File: src/rtl/thermometer_ramp_ctrl_if.sv
// Target-command and level-status bundle for thermometer_ramp_ctrl.
// The master issues targets; the slave (the controller) returns level and status.
interface thermometer_ramp_ctrl_if #(
    parameter int unsigned WIDTH = 8
);
    localparam int unsigned LW = $clog2(WIDTH + 1);

    logic              tgt_vld;
    logic              tgt_rdy;
    logic [LW-1:0]     tgt;
    logic [LW-1:0]     level;
    logic [WIDTH-1:0]  thermometer;
    logic              busy;
    logic              done;

    modport master (
        output tgt_vld, tgt,
        input  tgt_rdy, level, thermometer, busy, done
    );

    modport slave (
        input  tgt_vld, tgt,
        output tgt_rdy, level, thermometer, busy, done
    );
endinterface

File: src/rtl/thermometer_ramp_ctrl.sv
// Ramps a WIDTH-element thermometer actuator one element per STEP_DIV cycles toward a target.
// Define THERMO_RAMP_ROTATE_EN for data-weighted element rotation instead of fill-from-bit-0.
module thermometer_ramp_ctrl #(
    parameter int unsigned WIDTH    = 8,
    parameter int unsigned STEP_DIV = 4
) (
    input  logic                   clk,
    input  logic                   rst,
    thermometer_ramp_ctrl_if.slave bus
);
    localparam int unsigned LW = $clog2(WIDTH + 1);
    localparam int unsigned CW = (STEP_DIV > 1) ? $clog2(STEP_DIV) : 1;

    typedef enum logic {IDLE, RAMP} state_t;

    state_t            state_q, state_d;
    logic [CW-1:0]     cnt_q, cnt_d;
    logic [LW-1:0]     level_q, level_d;
    logic [WIDTH-1:0]  therm_q, therm_d;
    logic [LW-1:0]     target_q, target_d;
    logic              up_q, up_d;
    logic              busy_q, busy_d;
    logic              done_q, done_d;
    logic [LW-1:0]     tgt_sat_c;
    logic              accept_c;

`ifdef THERMO_RAMP_ROTATE_EN
    localparam int unsigned PW = (WIDTH > 1) ? $clog2(WIDTH) : 1;

    logic [PW-1:0]     ptr_q, ptr_d;
    logic [PW-1:0]     ptr_inc_c;
    logic [LW:0]       sum_c;
    logic [LW:0]       idx_c;

    // Element just above the active wrapped range, and the pointer after a step down.
    always_comb begin
        sum_c     = (LW+1)'(ptr_q) + (LW+1)'(level_q);
        idx_c     = (sum_c >= (LW+1)'(WIDTH)) ? sum_c - (LW+1)'(WIDTH) : sum_c;
        ptr_inc_c = (ptr_q == PW'(WIDTH - 1)) ? '0 : ptr_q + PW'(1);
    end
`else
    function automatic logic [WIDTH-1:0] therm_fill(input logic [LW-1:0] lvl);
        logic [WIDTH-1:0] f;
        for (int unsigned i = 0; i < WIDTH; i++) begin
            f[i] = (LW'(i) < lvl);
        end
        return f;
    endfunction
`endif

    assign bus.tgt_rdy     = (state_q == IDLE) && !rst;
    assign accept_c        = bus.tgt_vld && bus.tgt_rdy;
    assign tgt_sat_c       = (bus.tgt > LW'(WIDTH)) ? LW'(WIDTH) : bus.tgt;
    assign bus.level       = level_q;
    assign bus.thermometer = therm_q;
    assign bus.busy        = busy_q;
    assign bus.done        = done_q;

    // Next-state and registered-output logic.
    always_comb begin
        state_d  = state_q;
        cnt_d    = cnt_q;
        level_d  = level_q;
        therm_d  = therm_q;
        target_d = target_q;
        up_d     = up_q;
        busy_d   = busy_q;
        done_d   = 1'b0;
`ifdef THERMO_RAMP_ROTATE_EN
        ptr_d    = ptr_q;
`endif
        case (state_q)
            IDLE: begin
                if (accept_c) begin
                    if (tgt_sat_c == level_q) begin
                        done_d = 1'b1;
                    end else begin
                        state_d  = RAMP;
                        cnt_d    = '0;
                        target_d = tgt_sat_c;
                        up_d     = (tgt_sat_c > level_q);
                        busy_d   = 1'b1;
                    end
                end
            end
            RAMP: begin
                if (cnt_q == CW'(STEP_DIV - 1)) begin
                    cnt_d   = '0;
                    level_d = up_q ? level_q + LW'(1) : level_q - LW'(1);
`ifdef THERMO_RAMP_ROTATE_EN
                    if (up_q) begin
                        therm_d[PW'(idx_c)] = 1'b1;
                    end else begin
                        therm_d[ptr_q] = 1'b0;
                        ptr_d          = ptr_inc_c;
                    end
`else
                    therm_d = therm_fill(level_d);
`endif
                    if (level_d == target_q) begin
                        state_d = IDLE;
                        busy_d  = 1'b0;
                        done_d  = 1'b1;
                    end
                end else begin
                    cnt_d = cnt_q + CW'(1);
                end
            end
            default: begin
                state_d = IDLE;
                busy_d  = 1'b0;
            end
        endcase
    end

    always_ff @(posedge clk) begin
        if (rst) begin
            state_q  <= IDLE;
            cnt_q    <= '0;
            level_q  <= '0;
            therm_q  <= '0;
            target_q <= '0;
            up_q     <= 1'b0;
            busy_q   <= 1'b0;
            done_q   <= 1'b0;
`ifdef THERMO_RAMP_ROTATE_EN
            ptr_q    <= '0;
`endif
        end else begin
            state_q  <= state_d;
            cnt_q    <= cnt_d;
            level_q  <= level_d;
            therm_q  <= therm_d;
            target_q <= target_d;
            up_q     <= up_d;
            busy_q   <= busy_d;
            done_q   <= done_d;
`ifdef THERMO_RAMP_ROTATE_EN
            ptr_q    <= ptr_d;
`endif
        end
    end
endmodule

File: src/flat_wrapper.sv
// flat-port wrapper written by rule: the top's interface ports become plain ports
module thermometer_ramp_ctrl_flat 
#(
    parameter int unsigned WIDTH    = 8,
    parameter int unsigned STEP_DIV = 4
)
  (clk, rst, bus_tgt_vld, bus_tgt, bus_tgt_rdy, bus_level, bus_thermometer, bus_busy, bus_done);
  thermometer_ramp_ctrl_if #(.WIDTH(WIDTH)) bus_i ();
  input  logic clk;
  input  logic rst;
  input wire logic [$bits(bus_i.tgt_vld)-1:0] bus_tgt_vld;
  input wire logic [$bits(bus_i.tgt)-1:0] bus_tgt;
  output wire logic [$bits(bus_i.tgt_rdy)-1:0] bus_tgt_rdy;
  output wire logic [$bits(bus_i.level)-1:0] bus_level;
  output wire logic [$bits(bus_i.thermometer)-1:0] bus_thermometer;
  output wire logic [$bits(bus_i.busy)-1:0] bus_busy;
  output wire logic [$bits(bus_i.done)-1:0] bus_done;
  assign bus_i.tgt_vld = bus_tgt_vld;
  assign bus_i.tgt = bus_tgt;
  assign bus_tgt_rdy = bus_i.tgt_rdy;
  assign bus_level = bus_i.level;
  assign bus_thermometer = bus_i.thermometer;
  assign bus_busy = bus_i.busy;
  assign bus_done = bus_i.done;
  thermometer_ramp_ctrl #(.WIDTH(WIDTH), .STEP_DIV(STEP_DIV)) u_core (.clk(clk), .rst(rst), .bus(bus_i));
endmodule
File: config.mk
export PLATFORM = sky130hd
export DESIGN_NAME = thermometer_ramp_ctrl_flat
export DESIGN_NICKNAME = d
export VERILOG_FILES = /design/src/rtl/thermometer_ramp_ctrl_if.sv /design/src/rtl/thermometer_ramp_ctrl.sv /design/src/flat_wrapper.sv
export SDC_FILE = /design/constraint.sdc
export NUM_CORES = 1
export LEC_CHECK = 0
export CORE_MARGIN = 2
export CORE_UTILIZATION = 45
export DETAILED_ROUTE_END_ITERATION = 7
export HOLD_SLACK_MARGIN = 0.05
export MAX_ROUTING_LAYER = met4
export PLACE_DENSITY_LB_ADDON = 0.3
export SETUP_SLACK_MARGIN = 0.05
export SKIP_CTS_REPAIR_TIMING = 1
export SYNTH_ARGS = -nofsm -noshare
export SYNTH_HDL_FRONTEND = slang
export SYNTH_SLANG_ARGS = --single-unit
File: constraint.sdc
create_clock -name clk -period 1.9 [get_ports clk]
set_input_delay 0.285 -clock clk [delete_from_list [all_inputs] [get_ports clk]]
set_output_delay 0.285 -clock clk [all_outputs]
set_load 0.01 [all_outputs]
==> flow_summary.json <==
{
  "status": "complete, no violations",
  "syn_area_um2": 1100,
  "area_growth_pct": 31.7,
  "crit_type": "reg2reg",
  "cts_tree": "built",
  "drt_iter0_drc": 12,
  "netlist.area_leader.share_pct": 38.2,
  "routabilityCongestion": 0.865,
  "ant_nets": 0,
  "dr.pass1.iters": 4,
  "place_ws_ns": -0.200,
  "whs_ns": 0.469,
  "skew_ns": 0.000576,
  "synth_nets": 138,
  "antenna_found_initial": 0,
  "max-slew-margin-rel_pct": 78.7,
  "avgSynthCellArea_um2": 9.09,
  "totalWireLength_um": 2480,
  "synthArstFlopShare_pct": 0,
  "clock-sinks": 21,
  "io_buffers": 21,
  "p_leak_nw": 0.551,
  "grt_pass1_wl_um": 3910,
  "cts.clk_slew.worst_paths_ns": 0.11,
  "synth.area.top_cells": "dfxtp_1, ha_1, xnor2_1, nor2_1, a21oi_1",
  "ir_worst_vdd_v": 0.000392,
  "grt_pass1_vias": 912,
  "finalNetCount": 169,
  "start_kind": "flip-flop",
  "synth_ff_type": "dfxtp_1",
  "cp_max_fo": 4,
  "rsz0062_at_grt": "no",
  "diodes": 0,
  "crit_path_end_kind": "flip-flop",
  "mostFrequentLayoutCells": "clkdlybuf4s50_1, dfxtp_1, nor2_1",
  "cts_max_path_buffers": 2,
  "grt_max_degree": 14,
  "fp.dieH_um": 53.4,
  "max_cap_viol_count": 0,
  "synth-edff-count": 0,
  "routedWlPerCell_um": 13.9,
  "start_util_pct": 48.8,
  "powerDensity_nw_per_um2": 559,
  "synth_cell_type_count": 38,
  "overflow": 0,
  "fin_util_pct": 64.3,
  "slew_violations": 0,
  "cp.required_ns": 2.11,
  "die_w_um": 53.4,
  "mostFrequentLayoutCell": "clkdlybuf4s50_1",
  "finalHoldViolations": 0,
  "cts_root_buf": "clkbuf_4",
  "drc_errors": 0,
  "via_count": 960,
  "dpl.hpwl_um": 1880,
  "ctsHtreeMaxLevel": 1,
  "setup_slack_ns": 0.111,
  "setup_violations": 0,
  "post_drt_via_cell_ratio": 5.36,
  "tightestPinTransition_ns": 0.317,
  "worst_hold_path_type": "reg2reg",
  "yosysWarningCount": 0,
  "drive_gt1_share_pct": 16.6,
  "synth_largest_area_cell": "dfxtp_1",
  "grt_usage_pct": 20.0,
  "fmaxAchievable_ghz": 0.559,
  "die_area_um2": 2860,
  "min_period_over_period_pct": 94.2,
  "total_power_mw": 0.810,
  "ioPinCount": 22,
  "arrival_ns": 2.00,
  "core_um2": 2250,
  "ys_ff_latch": 21,
  "min_period_ns": 1.79,
  "rows": 17,
  "cts_buffers": 3,
  "clk_latency_ns": 0.30,
  "synth_seq_area_share_pct": 38.2,
  "netlist_instances": 121
}
flip-flops by register name (all words and copies together), names as in the netlist:
| signal | count |
|---|---|
| u_core.target_q | 4 |
| u_core.cnt_q | 2 |
| u_core.bus.done | 1 |
| u_core.up_q | 1 |
| u_core.bus.thermometer | 8 |
| u_core.state_q | 1 |
| u_core.bus.busy | 1 |
| u_core.bus.level | 3 |
power breakdown:
| group | switching, mW | internal (mW) |
|---|---|---|
| logic | 0.0659 | 0.0694 |
| registers | 0.00826 | 0.452 |
| clock network | 0.133 | 0.0818 |
Yosys cell counts, drive strengths merged, types with 2 or more instances:
library cell	number
a211oi	2
a21o	2
a21oi	8
a2bb2oi	2
a311oi	3
buf	3
clkbuf	2
dfxtp	21
ha	9
inv	8
mux2i	2
nand2	8
nand2b	2
nand3	2
nor2	15
nor2b	3
nor3	3
o21ai	2
xnor2	8
xor2	2
area by class of cell:
class	count	area, um2
inverters	8	30.0
fillers	195	806
well taps	28	35.0
repair buffers	31	289
flip-flops and latches	21	422
multi-input cells	87	647
clock buffers	4	26.3
worst paths after layout:
check | from | to | slack, ns | cells after the start
setup / recovery | u_core.up_q | u_core.bus.thermometer[2] | 0.11 | 6
hold / removal | u_core.bus.busy | u_core.bus.busy | 0.47 | 2
hold reg to reg | u_core.bus.busy | u_core.bus.busy | 0.47 | 2
setup reg to reg | u_core.up_q | u_core.bus.thermometer[2] | 0.11 | 6
critical path: stages, from the launching register on:
cell	delay [ns]
dfxtp_1	0.35
inv_1	0.08
ha_1	0.36
and3_2	0.27
nor2_2	0.19
xor2_2	0.13
a311oi_1	0.31
stage by stage:
step                std cells  instance area, um2  TNS, ns
floorplan                 121                1100        0
CTS                       178                1420        0
global route              179                1450        0
global placement          174                1390   -0.240
detailed placement        174                1390   -0.880
finish                    179                1450        0
metal layers:
metal / global-route usage, % / vias up / part of all wire (%)
met5: - / - / 0
met4: 12.4 / 0 / 1.7
met3: 2.54 / 4 / 4.1
met2: 34.4 / 34 / 49
met1: 21.7 / 443 / 45
li1: - / 479 / -
cell families after synthesis:
logic type	count (synthesis)	synth area share (%)
AND/OR/NAND/NOR	39	17.6
AO/OA/AOI/OAI	26	16.6
flip-flops	21	38.2
buffers and inverters	13	5.01
XOR/XNOR	10	8.65
adder cells (fa/ha/maj)	10	12.1
multiplexers	2	1.82
Power figures use the tool's default switching activity.
